## src/rtl/ex_wb_skid_pkg.sv

```systemverilog
// ex_wb_skid_pkg -- shared widths, buffer depth, occupancy encoding and the
// EX->WB entry record used by the skid buffer and its entry register.
package ex_wb_skid_pkg;

  localparam int unsigned DATA_W     = 32;
  localparam int unsigned DEST_W     = 3;
  localparam int unsigned FLAGS_W    = 6;   // CF/PF/AF/ZF/SF/OF
  localparam int unsigned DEPTH      = 2;
  localparam int unsigned SKIP_CNT_W = 16;

  typedef struct packed {
    logic [DATA_W-1:0]  res;
    logic [DEST_W-1:0]  dest;
    logic [FLAGS_W-1:0] flags;
    logic               reg_we;
    logic               mem_we;
    logic               flags_we;
    logic               skipped;
  } entry_t;

  typedef enum logic [1:0] {
    OCC_EMPTY = 2'd0,
    OCC_ONE   = 2'd1,
    OCC_FULL  = 2'd2
  } occ_e;

endpackage

```

## src/rtl/ex_wb_skid_if.sv

```systemverilog
// ex_wb_skid_if -- EX-side push, WB-side pop and flush signals of the skid
// buffer.
//   slave  : buffer view (accepts in_*, flush, out_ready; drives in_ready, out_*)
//   master : environment view (EX/WB/pipeline control)
interface ex_wb_skid_if;
  import ex_wb_skid_pkg::*;

  logic               in_valid;
  logic               in_ready;
  logic               in_skip;
  logic [DATA_W-1:0]  in_res;
  logic [DEST_W-1:0]  in_dest;
  logic [FLAGS_W-1:0] in_flags;
  logic               in_reg_we;
  logic               in_mem_we;
  logic               in_flags_we;
  logic               flush;
  logic               out_valid;
  logic               out_ready;
  logic [DATA_W-1:0]  out_res;
  logic [DEST_W-1:0]  out_dest;
  logic [FLAGS_W-1:0] out_flags;
  logic               out_reg_we;
  logic               out_mem_we;
  logic               out_flags_we;
  logic               out_skipped;

  modport slave (
    input  in_valid, in_skip, in_res, in_dest, in_flags,
           in_reg_we, in_mem_we, in_flags_we, flush, out_ready,
    output in_ready, out_valid, out_res, out_dest, out_flags,
           out_reg_we, out_mem_we, out_flags_we, out_skipped
  );

  modport master (
    output in_valid, in_skip, in_res, in_dest, in_flags,
           in_reg_we, in_mem_we, in_flags_we, flush, out_ready,
    input  in_ready, out_valid, out_res, out_dest, out_flags,
           out_reg_we, out_mem_we, out_flags_we, out_skipped
  );
endinterface

```

## src/rtl/ex_wb_entry.sv

```systemverilog
// ex_wb_entry -- one buffer slot. Async active-low reset, synchronous clear,
// load with skip masking: a skipped op keeps res/dest/flags but has all write
// enables forced to 0 and skipped set.
//   clk, rst_n : clock, async active-low reset
//   i_clr      : synchronous clear (priority over i_load)
//   i_load     : capture i_d (masked when i_skip)
//   i_skip     : apply skip mask on this load
//   i_d / o_q  : entry in / stored entry
module ex_wb_entry
  import ex_wb_skid_pkg::*;
(
  input  logic   clk,
  input  logic   rst_n,
  input  logic   i_clr,
  input  logic   i_load,
  input  logic   i_skip,
  input  entry_t i_d,
  output entry_t o_q
);

  entry_t r_q;
  entry_t w_masked;

  always_comb begin
    w_masked = i_d;
    if (i_skip) begin
      w_masked.reg_we   = 1'b0;
      w_masked.mem_we   = 1'b0;
      w_masked.flags_we = 1'b0;
      w_masked.skipped  = 1'b1;
    end
  end

  always_ff @(posedge clk or negedge rst_n) begin
    if (!rst_n)      r_q <= '0;
    else if (i_clr)  r_q <= '0;
    else if (i_load) r_q <= w_masked;
  end

  assign o_q = r_q;

endmodule

```

## src/rtl/ex_wb_skid.sv

```systemverilog
// ex_wb_skid -- 2-entry in-order buffer between EX and WB.
//   clk      : clock, rising edge
//   clr      : async active-low reset
//   bus      : ex_wb_skid_if.slave (EX push, WB pop, flush)
//   skip_cnt : skipped-op counter, present only with SKIP_STATS_EN defined
// in_ready depends only on registered occupancy and flush, never on out_ready.
module ex_wb_skid
  import ex_wb_skid_pkg::*;
(
  input  logic             clk,
  input  logic             clr,
  ex_wb_skid_if.slave      bus
`ifdef SKIP_STATS_EN
  ,
  output logic [SKIP_CNT_W-1:0] skip_cnt
`endif
);

  occ_e   r_occ;
  occ_e   w_occ_nxt;
  logic   w_push;
  logic   w_pop;
  logic   w_ready;
  logic   w_valid;
  entry_t w_new;
  entry_t w_head;
  entry_t w_tail;
  entry_t w_head_d;
  entry_t w_out;
  logic   w_head_load, w_head_clr, w_head_skip;
  logic   w_tail_load, w_tail_clr;

  assign w_ready = (32'(r_occ) < DEPTH) && !bus.flush;
  assign w_valid = (r_occ != OCC_EMPTY);
  assign w_push  = bus.in_valid && w_ready;
  assign w_pop   = w_valid && bus.out_ready && !bus.flush;

  assign w_new = '{res:      bus.in_res,
                   dest:     bus.in_dest,
                   flags:    bus.in_flags,
                   reg_we:   bus.in_reg_we,
                   mem_we:   bus.in_mem_we,
                   flags_we: bus.in_flags_we,
                   skipped:  1'b0};

  // Slot 0 is always the head. Slots are cleared whenever they become empty
  // so an empty buffer presents all-zero payload and enables.
  always_comb begin
    w_occ_nxt   = r_occ;
    w_head_load = 1'b0;
    w_head_clr  = 1'b0;
    w_head_d    = w_new;
    w_head_skip = bus.in_skip;
    w_tail_load = 1'b0;
    w_tail_clr  = 1'b0;
    if (bus.flush) begin
      w_head_clr = 1'b1;
      w_tail_clr = 1'b1;
      w_occ_nxt  = OCC_EMPTY;
    end else begin
      case (r_occ)
        OCC_EMPTY: begin
          if (w_push) begin
            w_head_load = 1'b1;
            w_occ_nxt   = OCC_ONE;
          end
        end
        OCC_ONE: begin
          if (w_push && w_pop) begin
            w_head_load = 1'b1;
          end else if (w_push) begin
            w_tail_load = 1'b1;
            w_occ_nxt   = OCC_FULL;
          end else if (w_pop) begin
            w_head_clr = 1'b1;
            w_occ_nxt  = OCC_EMPTY;
          end
        end
        OCC_FULL: begin
          // Tail shifts into head; it is already masked, re-applying its own
          // skipped bit as the mask leaves it unchanged.
          if (w_pop) begin
            w_head_load = 1'b1;
            w_head_d    = w_tail;
            w_head_skip = w_tail.skipped;
            w_tail_clr  = 1'b1;
            w_occ_nxt   = OCC_ONE;
          end
        end
        default: w_occ_nxt = OCC_EMPTY;
      endcase
    end
  end

  always_ff @(posedge clk or negedge clr) begin
    if (!clr) r_occ <= OCC_EMPTY;
    else      r_occ <= w_occ_nxt;
  end

  ex_wb_entry u_head (
    .clk    (clk),
    .rst_n  (clr),
    .i_clr  (w_head_clr),
    .i_load (w_head_load),
    .i_skip (w_head_skip),
    .i_d    (w_head_d),
    .o_q    (w_head)
  );

  ex_wb_entry u_tail (
    .clk    (clk),
    .rst_n  (clr),
    .i_clr  (w_tail_clr),
    .i_load (w_tail_load),
    .i_skip (bus.in_skip),
    .i_d    (w_new),
    .o_q    (w_tail)
  );

  assign w_out = w_valid ? w_head : '0;

  assign bus.in_ready     = w_ready;
  assign bus.out_valid    = w_valid;
  assign bus.out_res      = w_out.res;
  assign bus.out_dest     = w_out.dest;
  assign bus.out_flags    = w_out.flags;
  assign bus.out_reg_we   = w_out.reg_we;
  assign bus.out_mem_we   = w_out.mem_we;
  assign bus.out_flags_we = w_out.flags_we;
  assign bus.out_skipped  = w_out.skipped;

`ifdef SKIP_STATS_EN
  logic [SKIP_CNT_W-1:0] r_skip_cnt;

  always_ff @(posedge clk or negedge clr) begin
    if (!clr)
      r_skip_cnt <= '0;
    else if (w_push && bus.in_skip && (r_skip_cnt != '1))
      r_skip_cnt <= r_skip_cnt + 1'b1;
  end

  assign skip_cnt = r_skip_cnt;
`endif

endmodule
```

## src/flat_wrapper.sv

```systemverilog
// flat-port wrapper written by rule: the top's interface ports become plain ports
module ex_wb_skid_flat import ex_wb_skid_pkg::*;
  (clk, clr, bus_in_valid, bus_in_skip, bus_in_res, bus_in_dest, bus_in_flags, bus_in_reg_we, bus_in_mem_we, bus_in_flags_we, bus_flush, bus_out_ready, bus_in_ready, bus_out_valid, bus_out_res, bus_out_dest, bus_out_flags, bus_out_reg_we, bus_out_mem_we, bus_out_flags_we, bus_out_skipped);
  ex_wb_skid_if bus_i ();
  input  logic clk;
  input  logic clr;
  input wire logic [$bits(bus_i.in_valid)-1:0] bus_in_valid;
  input wire logic [$bits(bus_i.in_skip)-1:0] bus_in_skip;
  input wire logic [$bits(bus_i.in_res)-1:0] bus_in_res;
  input wire logic [$bits(bus_i.in_dest)-1:0] bus_in_dest;
  input wire logic [$bits(bus_i.in_flags)-1:0] bus_in_flags;
  input wire logic [$bits(bus_i.in_reg_we)-1:0] bus_in_reg_we;
  input wire logic [$bits(bus_i.in_mem_we)-1:0] bus_in_mem_we;
  input wire logic [$bits(bus_i.in_flags_we)-1:0] bus_in_flags_we;
  input wire logic [$bits(bus_i.flush)-1:0] bus_flush;
  input wire logic [$bits(bus_i.out_ready)-1:0] bus_out_ready;
  output wire logic [$bits(bus_i.in_ready)-1:0] bus_in_ready;
  output wire logic [$bits(bus_i.out_valid)-1:0] bus_out_valid;
  output wire logic [$bits(bus_i.out_res)-1:0] bus_out_res;
  output wire logic [$bits(bus_i.out_dest)-1:0] bus_out_dest;
  output wire logic [$bits(bus_i.out_flags)-1:0] bus_out_flags;
  output wire logic [$bits(bus_i.out_reg_we)-1:0] bus_out_reg_we;
  output wire logic [$bits(bus_i.out_mem_we)-1:0] bus_out_mem_we;
  output wire logic [$bits(bus_i.out_flags_we)-1:0] bus_out_flags_we;
  output wire logic [$bits(bus_i.out_skipped)-1:0] bus_out_skipped;
  assign bus_i.in_valid = bus_in_valid;
  assign bus_i.in_skip = bus_in_skip;
  assign bus_i.in_res = bus_in_res;
  assign bus_i.in_dest = bus_in_dest;
  assign bus_i.in_flags = bus_in_flags;
  assign bus_i.in_reg_we = bus_in_reg_we;
  assign bus_i.in_mem_we = bus_in_mem_we;
  assign bus_i.in_flags_we = bus_in_flags_we;
  assign bus_i.flush = bus_flush;
  assign bus_i.out_ready = bus_out_ready;
  assign bus_in_ready = bus_i.in_ready;
  assign bus_out_valid = bus_i.out_valid;
  assign bus_out_res = bus_i.out_res;
  assign bus_out_dest = bus_i.out_dest;
  assign bus_out_flags = bus_i.out_flags;
  assign bus_out_reg_we = bus_i.out_reg_we;
  assign bus_out_mem_we = bus_i.out_mem_we;
  assign bus_out_flags_we = bus_i.out_flags_we;
  assign bus_out_skipped = bus_i.out_skipped;
  ex_wb_skid u_core (.clk(clk), .clr(clr), .bus(bus_i));
endmodule
```

## config.mk

```make
export PLATFORM = sky130hd
export DESIGN_NAME = ex_wb_skid_flat
export DESIGN_NICKNAME = d
export VERILOG_FILES = /design/src/rtl/ex_wb_skid_pkg.sv /design/src/rtl/ex_wb_skid_if.sv /design/src/rtl/ex_wb_entry.sv /design/src/rtl/ex_wb_skid.sv /design/src/flat_wrapper.sv
export SDC_FILE = /design/constraint.sdc
export NUM_CORES = 1
export LEC_CHECK = 0
export CELL_PAD_IN_SITES_DETAIL_PLACEMENT = 2
export CELL_PAD_IN_SITES_GLOBAL_PLACEMENT = 2
export CORE_MARGIN = 10
export CORE_UTILIZATION = 35
export CTS_CLUSTER_SIZE = 40
export DETAILED_ROUTE_END_ITERATION = 6
export GPL_TIMING_DRIVEN = 0
export PLACE_DENSITY = 0.88
export RECOVER_POWER = 50
export SLEW_MARGIN = 20
export SYNTH_ARGS = -nofsm -noshare
export SYNTH_HDL_FRONTEND = slang
export SYNTH_SLANG_ARGS = --single-unit
```

## constraint.sdc

```tcl
create_clock -name clk -period 4.45 [get_ports clk]
set_input_delay 0.89 -clock clk [delete_from_list [all_inputs] [get_ports clk]]
set_output_delay 0.89 -clock clk [all_outputs]
set_load 0.02 [all_outputs]
```

==> metrics.md <==
| Metric | Value |
|---|---|
| Status | `finished with violations` |
| Violated checks | `capacitance limit, slew limit` |
| Gpl congestion | `0.719` |
| Clk slew on worst S/H paths | `0.07 ns` |
| Post-CTS sizing | `0` |
| 1st-iter DRT viols | `169` |
| Cts-stage hold buffer count | `0` |
| Critical path arrival | `2.91 ns` |
| # port buffers | `94` |
| Routed len/inst | `21.0 µm` |
| Post-synth ARST share | `1.00` |
| Final min period | `3.80 ns` |
| Num CTS Buffers | `9` |
| Clock Latency Late Sink | `between 0.3 and 0.4 ns` |
| Fin crit share | `0.854` |
| H-tree depth | `3` |
| Final HPWL DP | `9770 µm` |
| GRT Total Usage | `0.165` |
| # rows | `40` |
| Total Power | `1.98 mW` |
| Synthesis-stage register bit count | `92` |
| Sequential-to-total area share from yosys stat | `0.540` |
| Ranking of synthesized cells by area | `dfrtp_1, mux2i_1, a22o_1` |
| Initial antenna violation count | `0` |
| Total grt overflow | `0` |
| Starting density of the core | `0.356` |
| HP Class | `reg2reg` |
| CTS root buf | `clkbuf_16` |
| Crit path max fanout | `10` |
| IO Pins | `97` |
| Detailed Routing Iterations Pass 1 | `4` |
| Clock skew | `0.00861 ns` |
| Max VDD drop | `0.000202 V` |
| First-pass GRT wire length | `21800 µm` |
| RSZ-0062 raised after global routing | `false` |
| Final Hold Viols | `0` |
| Worst reg2reg path startpoint | `u_core.r_occ[1]` |
| Vias/cell | `5.14` |
| Fin cells | `between 600 and 700` |
| Lkg Pwr | `about 2.3 nW` |
| FMAX | `between 200 and 300 MHz` |
| DP Cell Count | `623` |
| Critical Path Sink | `bus_out_res[0]` |
| Final setup viols | `0` |
| Yosys top cell area share | `0.540` |
| Worst path required time | `3.56 ns` |
| Vias in the first global route | `3962` |
| Synth unique cells | `27` |
| Fin nets | `roughly 540` |
| Post-synth net total | `around 430` |
| Share of cells above drive strength 1 | `0.0772` |
| EDFF count, synth | `0` |
| Count leader, synth | `dfrtp_1` |
| Flop2flop setup slack | `around 1.7 ns` |
| CP startpoint kind | `flop` |
| Crit end category | `output port` |
| R2r endpoint | `u_core.u_tail.o_q[10]` |
| Ys Warns | `0` |
| Power Density | `351 nW/µm²` |
| Max-slew violation count | `37` |
| Crit path kind | `reg2out` |
| Largest net degree at the start of global routing | `58` |
| Post-synth top area cell | `dfrtp_1` |
| Actual slew at the worst max-slew pin | `approximately 2 ns` |
| Cell count after synthesis | `381` |
| Reg2Reg Depth | `5` |
| Routed Antenna Nets | `0` |
| Die area | `17000 µm²` |
| Setup crit start | `u_core.r_occ[1]` |
| Clock Path Buffers | `2` |
| Synth Flop Type | `dfrtp_1` |
| Syn avg cell area | `11.2 µm²` |
| Chip width | `130 µm` |
| Area delta synth->final | `32.4%` |
| Total length of routed wires | `13400 µm` |
| Area of the mapped netlist | `4260 µm²` |
| MaxCap Viol Count | `1` |
| Max_slew headroom | `-0.333` |
| Post-CTS Setup Bufs | `0` |
| Total number of vias | `about 3300` |
| CTS tree | `done` |
| Core area | `roughly 12000 µm²` |
| Clock sink total | `92` |
| Die Y-Extent | `roughly 130 µm` |
| Top post-synthesis cells by count | `dfrtp_1, nand2_1, nor2b_1, a22o_1, mux2i_1` |
| DRC Markers | `0` |
flip-flops by register name, summed over array words and instances (netlist names):
| name | flops |
|---|---|
| u_core.u_tail.o_q | 45 |
| u_core.u_head.o_q | 45 |
| u_core.r_occ | 2 |
placed cells by master (no fill, tap or decap), types with 3 or more instances in the layout:
cell type        netlist  final
o21ai_0               32     38
inv_1                  4      4
clkbuf_16              0      9
mux2i_1               42     42
buf_2                  9      9
buf_6                 11     10
clkdlybuf4s50_1        0     92
o21ai_1               17     11
dfrtp_1               92     92
clkbuf_1               6     12
nor2b_1               47     48
nor3_1                 3      3
nand2_1               52     52
a22o_1                42     42
nor3b_1                3      3
a31oi_1                3      3
logic make-up after synthesis:
kind of cell,share of synthesized area
and+or+nand+nor,0.139
AOI/OAI and AO/OA,0.164
DFF,0.540
muxes,0.0986
buffers and inverters,0.0561
xor gates and xnor gates,0.00206
final cells by class:
cell class	instances	area [µm²]
Multi-Input combinational cell	254	1690
Fill cell	1267	6320
Tap cell	147	184
Antenna cell	1	2.50
Clock inverter	7	73.8
Timing Repair Buffer	95	940
Sequential cell	92	2300
Clock buffer	9	225
Inverter	4	15.0
Buffer	31	206
metrics by stage:
stage	area [µm²]	TNS [ns]	setup WS [ns]	hold WS [ns]	utilization
4_1_cts	5710	0	0.556	0.451	0.478
6_report	5640	0	0.650	0.477	0.472
2_1_floorplan	4260	0	2.25	0.442	-
3_3_place_gp	5390	-83.64	-0.913	0.452	0.450
5_1_grt	5640	0	0.376	0.520	0.471
3_5_place_dp	5420	0	0.984	0.470	0.453
worst min path at each step:
stage | from | endpoint | slack (ns) | cells after the start
floorplan | u_core.u_head.o_q[0] | u_core.u_head.o_q[0] | 0.44 | 2
global placement | u_core.u_head.o_q[19] | u_core.u_head.o_q[19] | 0.45 | 2
detailed placement | u_core.u_head.o_q[34] | u_core.u_head.o_q[34] | 0.47 | 2
CTS | clr | u_core.u_tail.o_q[28] | 0.45 | 1
global route | u_core.u_tail.o_q[40] | u_core.u_tail.o_q[40] | 0.52 | 1
finish | u_core.u_head.o_q[43] | u_core.u_head.o_q[43] | 0.48 | 2
power by group:
part | switching (mW) | internal, mW | total, mW
clock network | 0.347 | 0.439 | 0.786
registers | 0.0245 | 0.881 | 0.906
logic | 0.159 | 0.127 | 0.286
total | 0.530 | 1.45 | 1.98
metal layers:
metal	track usage	wire, µm	up-vias
met2	0.296	7220	59
met4	0.0576	199	0
met5	0	0	-
li1	-	-	1545
met3	0.0357	569	11
met1	0.190	5460	1675
critical path, cell delays in order (launching register included):
cell and delay [ns]:
dfrtp_1 0.37, buf_2 0.17, nor2_1 0.78, clkbuf_1 0.51, nor2b_1 0.16, clkdlybuf4s50_1 0.58
No activity file was read; power rests on OpenSTA's default activity.
